===== config.mk =====
export PLATFORM = sky130hd
export DESIGN_NAME = cam_pixel_capture_flat
export DESIGN_NICKNAME = d
export VERILOG_FILES = /design/src/rtl/cam_pixel_capture_if.sv /design/src/rtl/cam_pixel_capture.sv /design/src/flat_wrapper.sv
export SDC_FILE = /design/constraint.sdc
export NUM_CORES = 1
export LEC_CHECK = 0
export BUFFER_PORTS_ARGS = -buffer_cell sky130_fd_sc_hd__buf_2
export CELL_PAD_IN_SITES_DETAIL_PLACEMENT = 0
export CELL_PAD_IN_SITES_GLOBAL_PLACEMENT = 1
export CORE_MARGIN = 8
export CORE_UTILIZATION = 47
export CTS_CLUSTER_DIAMETER = 100
export DETAILED_ROUTE_END_ITERATION = 12
export GPL_ROUTABILITY_DRIVEN = 0
export HOLD_SLACK_MARGIN = 0.05
export PLACE_DENSITY = 0.89
export SYNTH_ARGS = -nofsm -noshare
export SYNTH_HDL_FRONTEND = slang
export SYNTH_SLANG_ARGS = --single-unit

===== constraint.sdc =====
create_clock -name p_clock -period 3.8 [get_ports p_clock]
set_clock_uncertainty 0.2 [all_clocks]
set_input_delay 0.38 -clock p_clock [delete_from_list [all_inputs] [get_ports p_clock]]
set_output_delay 0.38 -clock p_clock [all_outputs]
set_load 0.1 [all_outputs]

===== src/rtl/cam_pixel_capture_if.sv =====
// Camera byte bus in, assembled RGB565 pixel stream out.
interface cam_pixel_capture_if #(
    parameter int unsigned ADDR_W = 15
);
    logic              vsync;
    logic              href;
    logic [7:0]        cam_d;
    logic [15:0]       pixel_data;
    logic              pixel_valid;
    logic [ADDR_W-1:0] addr;
    logic [7:0]        x;
    logic [6:0]        y;
    logic              frame_done;
    logic              err;

    modport master (
        output vsync, href, cam_d,
        input  pixel_data, pixel_valid, addr, x, y, frame_done, err
    );

    modport slave (
        input  vsync, href, cam_d,
        output pixel_data, pixel_valid, addr, x, y, frame_done, err
    );
endinterface


===== src/rtl/cam_pixel_capture.sv =====
// Samples the 8-bit camera bus, pairs bytes into RGB565 pixels and tags each
// accepted pixel with its column, row and linear framebuffer address.
module cam_pixel_capture #(
    parameter int unsigned H_PIXELS = 160,
    parameter int unsigned V_LINES  = 120,
    parameter int unsigned ADDR_W   = 15
) (
    input logic                p_clock,
    input logic                rst_n,
    cam_pixel_capture_if.slave bus
);
    localparam int unsigned COL_W = 8;
    localparam int unsigned ROW_W = 7;

    typedef enum logic [1:0] {S_SYNC, S_VBLANK, S_ACTIVE} state_t;

    state_t            state;
    logic              r_vsync;
    logic              r_href;
    logic              r_href_prev;
    logic [7:0]        r_d;
    logic [7:0]        hi_byte;
    logic              phase;
    logic              line_acc;
    logic [COL_W-1:0]  col;
    logic [ROW_W-1:0]  row;
    logic [ADDR_W-1:0] addr_cnt;

    logic [15:0]       pixel_data_q;
    logic              pixel_valid_q;
    logic [ADDR_W-1:0] addr_q;
    logic [COL_W-1:0]  x_q;
    logic [ROW_W-1:0]  y_q;
    logic              frame_done_q;
    logic              err_q;

    // Single register stage on the camera pins; r_href_prev detects line end.
    always_ff @(posedge p_clock or negedge rst_n) begin
        if (!rst_n) begin
            r_vsync     <= 1'b0;
            r_href      <= 1'b0;
            r_href_prev <= 1'b0;
            r_d         <= '0;
        end else begin
            r_vsync     <= bus.vsync;
            r_href      <= bus.href;
            r_href_prev <= r_href;
            r_d         <= bus.cam_d;
        end
    end

    // Frame FSM, byte pairing and pixel presentation.
    always_ff @(posedge p_clock or negedge rst_n) begin
        if (!rst_n) begin
            state         <= S_SYNC;
            hi_byte       <= '0;
            phase         <= 1'b0;
            line_acc      <= 1'b0;
            col           <= '0;
            row           <= '0;
            addr_cnt      <= '0;
            pixel_data_q  <= '0;
            pixel_valid_q <= 1'b0;
            addr_q        <= '0;
            x_q           <= '0;
            y_q           <= '0;
            frame_done_q  <= 1'b0;
            err_q         <= 1'b0;
        end else begin
            pixel_valid_q <= 1'b0;
            frame_done_q  <= 1'b0;
            case (state)
                S_SYNC: begin
                    if (r_vsync) state <= S_VBLANK;
                end
                S_VBLANK: begin
                    if (!r_vsync) begin
                        col      <= '0;
                        row      <= '0;
                        addr_cnt <= '0;
                        phase    <= 1'b0;
                        line_acc <= 1'b0;
                        state    <= S_ACTIVE;
                    end
                end
                S_ACTIVE: begin
                    // A vsync rise takes priority over any byte in the same cycle.
                    if (r_vsync) begin
                        frame_done_q <= 1'b1;
                        phase        <= 1'b0;
                        state        <= S_VBLANK;
                    end else if (r_href) begin
                        phase <= ~phase;
                        if (!phase) begin
                            hi_byte <= r_d;
                        end else begin
                            if (col < COL_W'(H_PIXELS) && row < ROW_W'(V_LINES)) begin
                                pixel_data_q  <= {hi_byte, r_d};
                                pixel_valid_q <= 1'b1;
                                x_q           <= col;
                                y_q           <= row;
                                addr_q        <= addr_cnt;
                                col           <= col + COL_W'(1);
                                addr_cnt      <= addr_cnt + ADDR_W'(1);
                                line_acc      <= 1'b1;
                            end
                            if (col >= COL_W'(H_PIXELS)) err_q <= 1'b1;
                        end
                    end else if (r_href_prev) begin
                        // Line end: a dangling first byte means an odd byte count.
                        if (phase) err_q <= 1'b1;
                        phase    <= 1'b0;
                        col      <= '0;
                        line_acc <= 1'b0;
                        if (line_acc && row < ROW_W'(V_LINES)) row <= row + ROW_W'(1);
                    end
                end
                default: state <= S_SYNC;
            endcase
        end
    end

    assign bus.pixel_data  = pixel_data_q;
    assign bus.pixel_valid = pixel_valid_q;
    assign bus.addr        = addr_q;
    assign bus.x           = x_q;
    assign bus.y           = y_q;
    assign bus.frame_done  = frame_done_q;
    assign bus.err         = err_q;
endmodule


===== src/flat_wrapper.sv =====
// flat-port wrapper written by rule: the top's interface ports become plain ports
module cam_pixel_capture_flat 
#(
    parameter int unsigned H_PIXELS = 160,
    parameter int unsigned V_LINES  = 120,
    parameter int unsigned ADDR_W   = 15
)
  (p_clock, rst_n, bus_vsync, bus_href, bus_cam_d, bus_pixel_data, bus_pixel_valid, bus_addr, bus_x, bus_y, bus_frame_done, bus_err);
  cam_pixel_capture_if #(.ADDR_W(ADDR_W)) bus_i ();
  input logic p_clock;
  input logic rst_n;
  input wire logic [$bits(bus_i.vsync)-1:0] bus_vsync;
  input wire logic [$bits(bus_i.href)-1:0] bus_href;
  input wire logic [$bits(bus_i.cam_d)-1:0] bus_cam_d;
  output wire logic [$bits(bus_i.pixel_data)-1:0] bus_pixel_data;
  output wire logic [$bits(bus_i.pixel_valid)-1:0] bus_pixel_valid;
  output wire logic [$bits(bus_i.addr)-1:0] bus_addr;
  output wire logic [$bits(bus_i.x)-1:0] bus_x;
  output wire logic [$bits(bus_i.y)-1:0] bus_y;
  output wire logic [$bits(bus_i.frame_done)-1:0] bus_frame_done;
  output wire logic [$bits(bus_i.err)-1:0] bus_err;
  assign bus_i.vsync = bus_vsync;
  assign bus_i.href = bus_href;
  assign bus_i.cam_d = bus_cam_d;
  assign bus_pixel_data = bus_i.pixel_data;
  assign bus_pixel_valid = bus_i.pixel_valid;
  assign bus_addr = bus_i.addr;
  assign bus_x = bus_i.x;
  assign bus_y = bus_i.y;
  assign bus_frame_done = bus_i.frame_done;
  assign bus_err = bus_i.err;
  cam_pixel_capture #(.H_PIXELS(H_PIXELS), .V_LINES(V_LINES), .ADDR_W(ADDR_W)) u_core (.p_clock(p_clock), .rst_n(rst_n), .bus(bus_i));
endmodule

Word-level counts from Yosys, hierarchy flattened
Cells that the tools add are included.
{ "word_totals": {"ff_bits": 102, "input_bits": 12, "output_inout_bits": 49, "wordCells": 102} }
{ "classes": {"n_addsub": 3, "order_cmp": 3, "n_eq_ne": 18, "muxes": 44, "bitwise_logic": 2, "n_reduce_logical": 14} }
{ "op_table": {"columns": ["op", "n"], "rows": [
  ["$mux W15", 5],
  ["$mux W8", 6],
  ["$mux W7", 5],
  ["$pmux W15 S2", 1],
  ["$reduce_and A6 Y1", 4],
  ["$mux W1", 20],
  ["$pmux W8 S2", 1],
  ["$add A15 B1 Y15 const B", 1],
  ["$pmux W7 S2", 1],
  ["$ne A2 B1 Y1 const B", 6],
  ["$ne A2 B2 Y1 const B", 6],
  ["$add A8 B1 Y8 const B", 1],
  ["$ge A8 B8 Y1 const B", 1],
  ["$lt A8 B8 Y1 const B", 1],
  ["$add A7 B1 Y7 const B", 1],
  ["$lt A7 B7 Y1 const B", 1],
  ["$ne A3 B3 Y1 const B", 2],
  ["$reduce_and A5 Y1", 1],
  ["$mux W2", 2],
  ["$ne A4 B1 Y1 const B", 1],
  ["$pmux W1 S2", 2],
  ["$pmux W2 S2", 1],
  ["$reduce_and A4 Y1", 1],
  ["$reduce_bool A2 Y1", 2],
  ["9 further kinds", 11]
]} }

Logic depth before layout (Yosys ltp)
Gate-level depths: netlist (run 1).
{ "depth": {"word_depth": 7, "mapped_depth": 10, "ltp_nobuf": 7} }

Worst setup path before layout (run 1)
Ideal clock, no wire load.
{ "synth_path": {"path_kind": "reg2reg", "startpoint": "reg u_core.state[0]", "endpoint": "reg u_core.addr_cnt[8]", "setup_ps": 78, "t_arrival_ps": 1895, "t_required_ps": 3522, "setup_slack_ps": 1627, "path_stages_with_launch": 9, "path_buffers": 2, "synth_period_minus_slack_ps": 2173, "cell_sequence": "dfrtp_1 inv_1 ha_1 buf_6 nor3b_4 o211ai_2 buf_2 or4_1 a21oi_1"} }
{ "synth_between": {"elab_chain_cells": 3, "elab_cells_between_ends": 10, "cone_classes": "eq/ne (7); mux (1); reduce/logical (2)"} }
{ "synth_lines": {"columns": ["item", "line", "source"], "rows": [
  ["from (decl)", "cam_pixel_capture.sv:17", "state_t state;"],
  ["from (signal assigned)", "cam_pixel_capture.sv:55", "state <= S_SYNC;"],
  ["from (signal assigned)", "cam_pixel_capture.sv:74", "if (r_vsync) state <= S_VBLANK;"],
  ["from (signal assigned)", "cam_pixel_capture.sv:83", "state <= S_ACTIVE;"],
  ["$eq A2 B2 Y1 / $eq A2 B1 Y1 (equally long branches)", "cam_pixel_capture.sv:72", "case (state)"],
  ["$ne A2 B1 Y1 (no source line), or another cell as far along", null, null],
  ["$reduce_and A6 Y1 (no source line)", null, null],
  ["to (signal assigned)", "cam_pixel_capture.sv:104", "addr_cnt <= addr_cnt + ADDR_W'(1);"],
  ["to (decl)", "cam_pixel_capture.sv:27", "logic [ADDR_W-1:0] addr_cnt;"]
]} }
Several ways; a longest one is shown, not always the timed one.
A chain may end at the register's enable or synchronous reset.

Worst setup path in the final report (run 1)
{ "layout_path": {"startpoint": "reg u_core.state[0]", "endpoint": "reg u_core.addr_cnt[14]"} }
The elaborated chain is that of the path after synthesis.

==> results of run 1 <==
-- final cells by class --
type,instances,area share [%]
clock buffers,9,2.49
clock inverters,7,1.66
inverters,12,0.904
multi-input cells,288,31.9
flip-flops and latches,102,51.2
well taps,111,2.79
repair buffers,76,9.04
-- worst min-delay path: stages, from the launching register on --
cell and delay, ns:
dfrtp_1 0.36, nand2_1 0.05, nand2_1 0.04
-- logic make-up (layout without fill, tap and decap cells) --
family	after synthesis	count (layout)
adders and majority gates	7	7
DFF	102	102
AOI/OAI and AO/OA	63	63
buffers and inverters	31	104
and+or+nand+nor	208	208
muxes	10	10
-- placed cells by master (no fill, tap or decap), types with 2 or more instances in the layout --
cell type,instances
nand3_1,15
or4_1,12
nor3b_1,2
nand2_1,146
a211o_1,3
clkbuf_8,9
a21oi_1,15
nor3_1,2
dfrtp_1,102
or3_1,8
buf_4,6
nand4_1,4
a32o_1,2
a21o_1,3
and3_1,4
o21a_1,2
o211ai_1,3
dlygate4sd3_1,11
clkinv_4,2
inv_1,11
clkinvlp_4,2
mux2_2,9
o41ai_1,2
o21ai_0,14
buf_2,59
nor2_1,6
o31ai_1,9
ha_1,7
-- worst paths after layout --
kind	startpoint	to	slack, ns
worst max-delay path	u_core.state[0]	u_core.addr_cnt[14]	1.18
worst min-delay path	u_core.hi_byte[2]	u_core.bus.pixel_data[10]	0.27
worst max register to register	u_core.state[0]	u_core.addr_cnt[14]	1.18
worst min register to register	u_core.hi_byte[2]	u_core.bus.pixel_data[10]	0.27
max in group asynchronous	rst_n	u_core.r_href_prev	2.26
min in group asynchronous	rst_n	u_core.bus.x[4]	0.34
-- flip-flops by register name, summed over array words and instances, names as in the netlist --
signal                  flops
u_core.bus.addr            15
u_core.bus.err              1
u_core.bus.pixel_data      16
u_core.hi_byte              8
u_core.bus.frame_done       1
u_core.bus.x                8
u_core.r_d                  8
u_core.r_href               1
u_core.line_acc             1
u_core.phase                1
u_core.addr_cnt            15
u_core.r_vsync              1
u_core.bus.pixel_valid      1
u_core.r_href_prev          1
u_core.state                2
u_core.row                  7
u_core.col                  8
u_core.bus.y                7
-- metal layers --
| metal | up-vias | GRT usage [%] |
|---|---|---|
| li1 | 1577 | - |
| met1 | 1540 | 18.2 |
| met2 | 62 | 22.2 |
| met3 | 15 | 4.14 |
| met4 | 0 | 5.78 |
| met5 | - | 0 |
-- cells in the mapped netlist (3+ instances only) --
library cell / n
o21ai_0: 14
ha_1: 7
o211ai_1: 3
a21o_1: 3
or3_1: 8
clkbuf_1: 6
or4_1: 12
mux2_2: 9
nor2_1: 6
inv_1: 11
a21oi_1: 15
nand3_1: 16
buf_2: 11
o31ai_1: 9
nand2_1: 146
and3_1: 4
nand4_1: 4
dfrtp_1: 102
a211o_1: 3
-- power breakdown --
| part | internal (mW) | switching (mW) |
|---|---|---|
| combinational | 0.137 | 0.342 |
| clock | 0.314 | 0.400 |
| sequential | 1.16 | 0.0463 |
==> metrics.md, run 1 <==
| Metric | Value |
|---|---|
| WP data arrival | 2.72 ns |
| First-pass GRT wire length | 15,000 µm |
| Final instance area | 4980 µm² |
| Synth Instances | 421 |
| # diodes | 0 |
| Status | complete, no violations |
| Crit-path max FO | 20 |
| Vias | 3,194 |
| Critical path's top delay family | simple AND/OR/NAND/NOR gates |
| Final Hold Fails | 0 |
| Reg area | 2550 µm² |
| Syn Area/Cell | 10.2 µm² |
| Die X | 111 µm |
| Fillers | 827 |
| Post-cts sizing count | 0 |
| #FFs+latches synth | just over 100 |
| First drt pass iteration count | 4 |
| CTS tree | built |
| Hold crit path type | reg -> reg |
| Row count | 35 |
| Post-route ant nets | 0 |
| Clock tree sinks | about 100 |
| Post-synth EDFFs | 0 |
| Setup CP Type | reg -> reg |
| Yosys cell types | 45 |
| Largest cells by area after synthesis | dfrtp_1 (60%), nand2_1 (13%), mux2_2 (2.4%) |
| MaxCap Viol Count | 0 |
| Clk root buf | clkbuf_8 |
| DP Cell Count | 578 |
| Total global routing overflow | 0 |
| Routed wire length on met2 | about 4000 µm |
| Routed WL | approximately 8600 µm |
| DIE HEIGHT | 111 µm |
| Area delta synth->final | 16.4% |
| Worst IR drop on VDD | 0.000266 V |
| Clock Pin Slew Worst Setup and Hold Paths | 0.11 ns |
| Yosys warns | 0 |
| H-tree Lvls | 3 |
| Rel. slew slack | 53.1% |
| Worst setup SP type | flip-flop |
| Largest family of logic cells by synthesized area | simple AND/OR/NAND/NOR gates |
| Starting Density | 47.5% |
| Cell taking the most area after synthesis | dfrtp_1 |
| Syn Std Cell Area | between 4000 and 5000 µm² |
| Hold path depth | 2 |
| Post-synth ARST share | 100% |
| Leakage | 2.63 nW |
| DRC | 0 |
| Largest net degree at the start of global routing | between 50 and 60 |
| WP buf/inv | 2 |
| Detail Placement HPWL | 5860 µm |
| Mux cell area share after synthesis | 2.60% |
| Routed length on met1 | just over 4000 µm |
| Final TNS setup | 0 ns |
| CP Depth | 7 |
| Synth Area in XOR/XNOR | 0% |
| WL/cell | around 14 µm |
| Buffer count from post-CTS setup fixing | 0 |
| Worst hold slack | 0.271 ns |
| Clk Latency, worst-skew pair | around 0.37 ns |
| Slowest cell on the critical path | or4_1 |
| Ys flop type | dfrtp_1 |
| Core Area | 9020 µm² |
| Synth Area in Compound Gates | 10.1% |
| DRT iter0 DRCs | 148 |
| Largest stage delay, worst path | between 0.5 and 0.6 ns |
| Vias in the first global route | 3,189 |
| Via density | approximately 5.3 |
| Metal3 WL | 405 µm |
| Max Fclk | approximately 0.38 GHz |
| Critical Path RT | between 3 and 4 ns |
| Post-DP Area | between 4000 and 5000 µm² |
| Die area | 12,400 µm² |
| Synthesized net count | 440 |
| Pwr Total | 2.40 mW |
| Top Layer Used | met4 |
| Pwr Density | ~480 nW/µm² |
| Port Buf Inserts | 60 |
| Post-synthesis simple-gate area fraction | 22.3% |
| RSZ-0062 raised after global routing | false |
| Tmin final | 2.62 ns |
| Final setup viols | 0 |
| Share of cells above drive strength 1 | 19.8% |
| IO Pins | a little over 60 |
| Area of the multi-input gates | 1590 µm² |
| Slew of the pin with the lowest slew margin | 0.702 ns |
| Final core utilization | 55.2% |
| Post-route insts no fill | 605 |
| Hold buffer count at CTS | 11 |
| Sequential area share after synthesis | 59.6% |
| Antenna violations before repair | 0 |
| Slew Limit Fails | 0 |
| Critical path endpoint category | flip-flop |
| CTS buffer count | 9 |
| Final setup margin | roughly 1.2 ns |
| Tcrit/Tclk final | 69.0% |
| Dpl ws | 1.23 ns |
| Overall routing resource usage | 14.3% |
| Adder-cell area share of the yosys netlist | 2.05% |
| Worst r2r path cells | 7 |
| Critical path, cell by cell | inv_1 -> ha_1 -> nor3b_4 -> buf_4 -> o211ai_2 -> or4_1 -> a21oi_1 |
| Bufs on Longest Clock Path | 2 |
| Nets | 508 |
| Synth top area share | between 50% and 60% |
(Power assumes the default switching activity.)
==> run 2, diff against run 1 <==
--- a/config.mk
+++ b/config.mk
@@ -5,16 +5,17 @@
 export SDC_FILE = /design/constraint.sdc
 export NUM_CORES = 1
 export LEC_CHECK = 0
+export ABC_AREA = 1
 export BUFFER_PORTS_ARGS = -buffer_cell sky130_fd_sc_hd__buf_2
 export CELL_PAD_IN_SITES_DETAIL_PLACEMENT = 0
 export CELL_PAD_IN_SITES_GLOBAL_PLACEMENT = 1
 export CORE_MARGIN = 8
-export CORE_UTILIZATION = 47
+export CORE_UTILIZATION = 43
 export CTS_CLUSTER_DIAMETER = 100
 export DETAILED_ROUTE_END_ITERATION = 12
 export GPL_ROUTABILITY_DRIVEN = 0
 export HOLD_SLACK_MARGIN = 0.05
-export PLACE_DENSITY = 0.89
+export PLACE_DENSITY = 0.85
 export SYNTH_ARGS = -nofsm -noshare
 export SYNTH_HDL_FRONTEND = slang
 export SYNTH_SLANG_ARGS = --single-unit
==> constraint.sdc (replaced) <==
create_clock -name p_clock -period 2.51 [get_ports p_clock]
set_clock_uncertainty 0.2 [all_clocks]
set_input_delay 0.251 -clock p_clock [delete_from_list [all_inputs] [get_ports p_clock]]
set_output_delay 0.251 -clock p_clock [all_outputs]
set_load 0.1 [all_outputs]
==> run 2 against run 1 <==
Net effect: die area up 10%; synthesized area up 2.4%; sequential share of layout area down 1.6 points; critical endpoint is now u_core.bus.pixel_data[5]; largest power group is now combinational logic.
==> metrics.md, run 2 <==
| Metric | Value |
|---|---|
| Largest cells by area after synthesis | dfrtp_1 (58%), nand2_1 (16%), o21ai_0 (4.3%) |
| WP buf/inv | 3 (+1) |
| P_int | 2.75 mW (+71%) |
| Antenna violations before repair | 0 (unchanged) |
| Slew of the pin with the lowest slew margin | 0.502 ns (-0.200 ns) |
| Max Fclk | 0.458 GHz (+20%) |
| RSZ-0062 raised after global routing | false |
| Logic pwr share | 43.4% (+24 points) |
| Pwr Density | 1070 nW/µm² (+120%) |
| Tcrit/Tclk final | 87.0% (+18 points) |
| Synthesized net count | 526 (+20%) |
| Clk pwr share | 17.8% (-12 points) |
| Share of cells above drive strength 1 | 15.5% (-4.3 points) |
| Slowest cell on the critical path | dfrtp_1 |
| Post-route ant nets | 0 (unchanged) |
| Sequential share of power | 38.8% (-12 points) |
| RR Startpoint | u_core.state[0] |
| Largest register FFs | 16 (unchanged) |
| Switching share of power | 50.0% (+17 points) |
| Post-synth ARST share | 100% (unchanged) |
| Most frequent cells in the layout | nand2_1 (182), dfrtp_1 (102), buf_2 (59), inv_1 (42), o21ai_0 (38) |
| Ys flop type | dfrtp_1 |
| Crit path launch | u_core.state[0] |
| Critical Path RT | 2.60 ns (-1.30 ns) |
| Worst IR drop on VDD | 0.000674 V (+150%) |
| Worst hold slack | 0.176 ns (-0.0952 ns) |
| Port Buf Inserts | 60 (unchanged) |
| Post-synth EDFFs | 0 (unchanged) |
| Synth Instances | 507 (+20%) |
| Bufs on Longest Clock Path | 2 (unchanged) |
| #FFs+latches synth | 102 (unchanged) |
| Nets | 600 (+18%) |
| DRC | 0 (unchanged) |
| Top cell types by occurrence after synthesis | nand2_1 (182), dfrtp_1 (102), inv_1 (42), o21ai_0 (38), nor2_1 (31) |
| DRT iter0 DRCs | 321 (+120%) |
| First-pass GRT wire length | 16,500 µm (+10%) |
| Final Hold Fails | 0 (unchanged) |
| Buffer count from post-CTS setup fixing | 0 (unchanged) |
| Critical path endpoint category | flip-flop |
| IO Pins | 61 (unchanged) |
| Total global routing overflow | 0 (unchanged) |
| Starting Density | 43.4% (-4.0 points) |
| Syn Std Cell Area | 4380 µm² (+2.4%) |
| Die area | 13,700 µm² (+10%) |
| Clock Pin Slew Worst Setup and Hold Paths | 0.11 ns (about the same) |
| Routed WL | 9570 µm (+11%) |
| Setup CP Type | reg -> reg |
| Clk root buf | clkbuf_8 |
| Hold buffer count at CTS | 11 (unchanged) |
| Cell taking the most area after synthesis | dfrtp_1 |
| Synth top area share | 58.2% (-1.4 points) |
| Vias in the first global route | 3,546 (+11%) |
| Detail Placement HPWL | 6740 µm (+15%) |
| Vias | 3,526 (+10%) |
| Post-cts sizing count | 0 (unchanged) |
| H-tree Lvls | 3 (unchanged) |
| Syn Area/Cell | 8.64 µm² (-15%) |
| Slew Limit Fails | 0 (unchanged) |
| Final setup viols | 0 (unchanged) |
| WL/cell | 13.3 µm (-6.8%) |
| Die X | 117 µm (+4.9%) |
| MaxCap Viol Count | 0 (unchanged) |
| Largest stage delay, worst path | 0.38 ns (-0.21 ns) |
| Yosys cell types | 26 (-42%) |
| Clock tree sinks | 102 (unchanged) |
| Overall routing resource usage | 15.2% (+0.94 points) |
| CTS buffer count | 9 (unchanged) |
| Sequential area share after synthesis | 58.2% (-1.4 points) |
| Status | complete, no violations |
| Leakage | 2.60 nW (-1.0%) |
| Core Area | 10,100 µm² (+12%) |
| Fillers | 987 (+19%) |
| Hold crit path type | in -> async |
| Final TNS setup | 0 ns (unchanged) |
| Via density | 4.88 (-7.5%) |
| Critical path, cell by cell | inv_1 -> ha_1 -> o21bai_1 -> nor2_1 -> nand2_2 -> nor2_4 -> inv_2 -> buf_4 -> nand2_1 -> o21ai_0 |
| # diodes | 0 (unchanged) |
| Yosys warns | 0 (unchanged) |
| Most instantiated library cell after synthesis | nand2_1 |
| Tmin final | 2.18 ns (-0.439 ns) |
| Most common cell after layout, fill and taps aside | nand2_1 |
| Critical path's top delay family | buffers and inverters |
| Net Sw Power | 2.75 mW (+250%) |
| Largest net degree at the start of global routing | 66 (+14%) |
| First drt pass iteration count | 4 (unchanged) |
| CTS tree | built |
| Final instance area | 5140 µm² (+3.2%) |
| Worst setup SP type | flip-flop |
| DIE HEIGHT | 117 µm (+4.9%) |
| Rel. slew slack | 66.5% (+13 points) |
| WP data arrival | 2.28 ns (-0.44 ns) |
| Post-DP Area | 4850 µm² (+3.9%) |
| Clk Latency, worst-skew pair | 0.37 ns (about the same) |
| Crit-path max FO | 22 (+10%) |
| Area delta synth->final | 17.3% |
| Row count | 37 (+5.7%) |
==> run 2: area by class of cell <==
cell class,count,area (µm²),area share (%)
Tap cell,136,170,3.31
Sequential cell,102,2550,49.6
Clock buffer,9,124,2.41
Inverter,45,169,3.29
Multi-Input combinational cell,344,1570,30.5
Clock inverter,7,60.1,1.17
Timing Repair Buffer,79,498,9.69
==> run 2: cells by family after synthesis <==
| logic type | synth area share [%] |
|---|---|
| fa+ha+maj | 2.00 |
| compound gates | 8.62 |
| xor+xnor | 0.999 |
| buf+inv | 5.99 |
| simple gates | 24.2 |
| flops | 58.2 |
==> run 2: power groups by stage <==
stage | sequential [mW] | clock, mW | combinational, mW
after detailed placement | 2.17 | 0 | 2.39
final | 2.13 | 0.979 | 2.39
after global routing | 2.19 | 1.08 | 2.56
after floorplan | 3.38 | 0 | 0.685
after CTS | 2.14 | 1.01 | 2.41
after global placement | 2.16 | 0 | 2.36
==> run 2: path summary, 6_finish.rpt <==
check	endpoint	slack, ns	cells past startpoint
worst max-delay path	u_core.bus.pixel_data[5]	0.33	10
worst min-delay path	u_core.bus.x[4]	0.18	2
worst max register to register	u_core.bus.pixel_data[5]	0.33	10
worst min register to register	u_core.bus.pixel_data[14]	0.28	2
max in group asynchronous	u_core.addr_cnt[2]	1.21	3
min in group p_clock	u_core.bus.pixel_data[14]	0.28	2
==> run 2: per-layer routing <==
layer  track usage [%]  up-vias  share of wire, %
met5                 0        -                 0
met2              24.7       67                46
met3              2.72       17               4.9
met4              6.23        0               1.9
li1                  -     1764                 -
met1              19.8     1678                47
==> run 2: stage by stage <==
stage          setup slack, ns  total power, mW  util [%]  cells
6_report                 0.325             5.50      50.9    722
5_1_grt                  0.116             5.83      50.9    722
4_1_cts                  0.319             5.56      50.9    722
3_5_place_dp             0.330             4.57      48.0    695
3_3_place_gp             0.441             4.52      48.0    695
2_1_floorplan            0.536             4.07         -    507
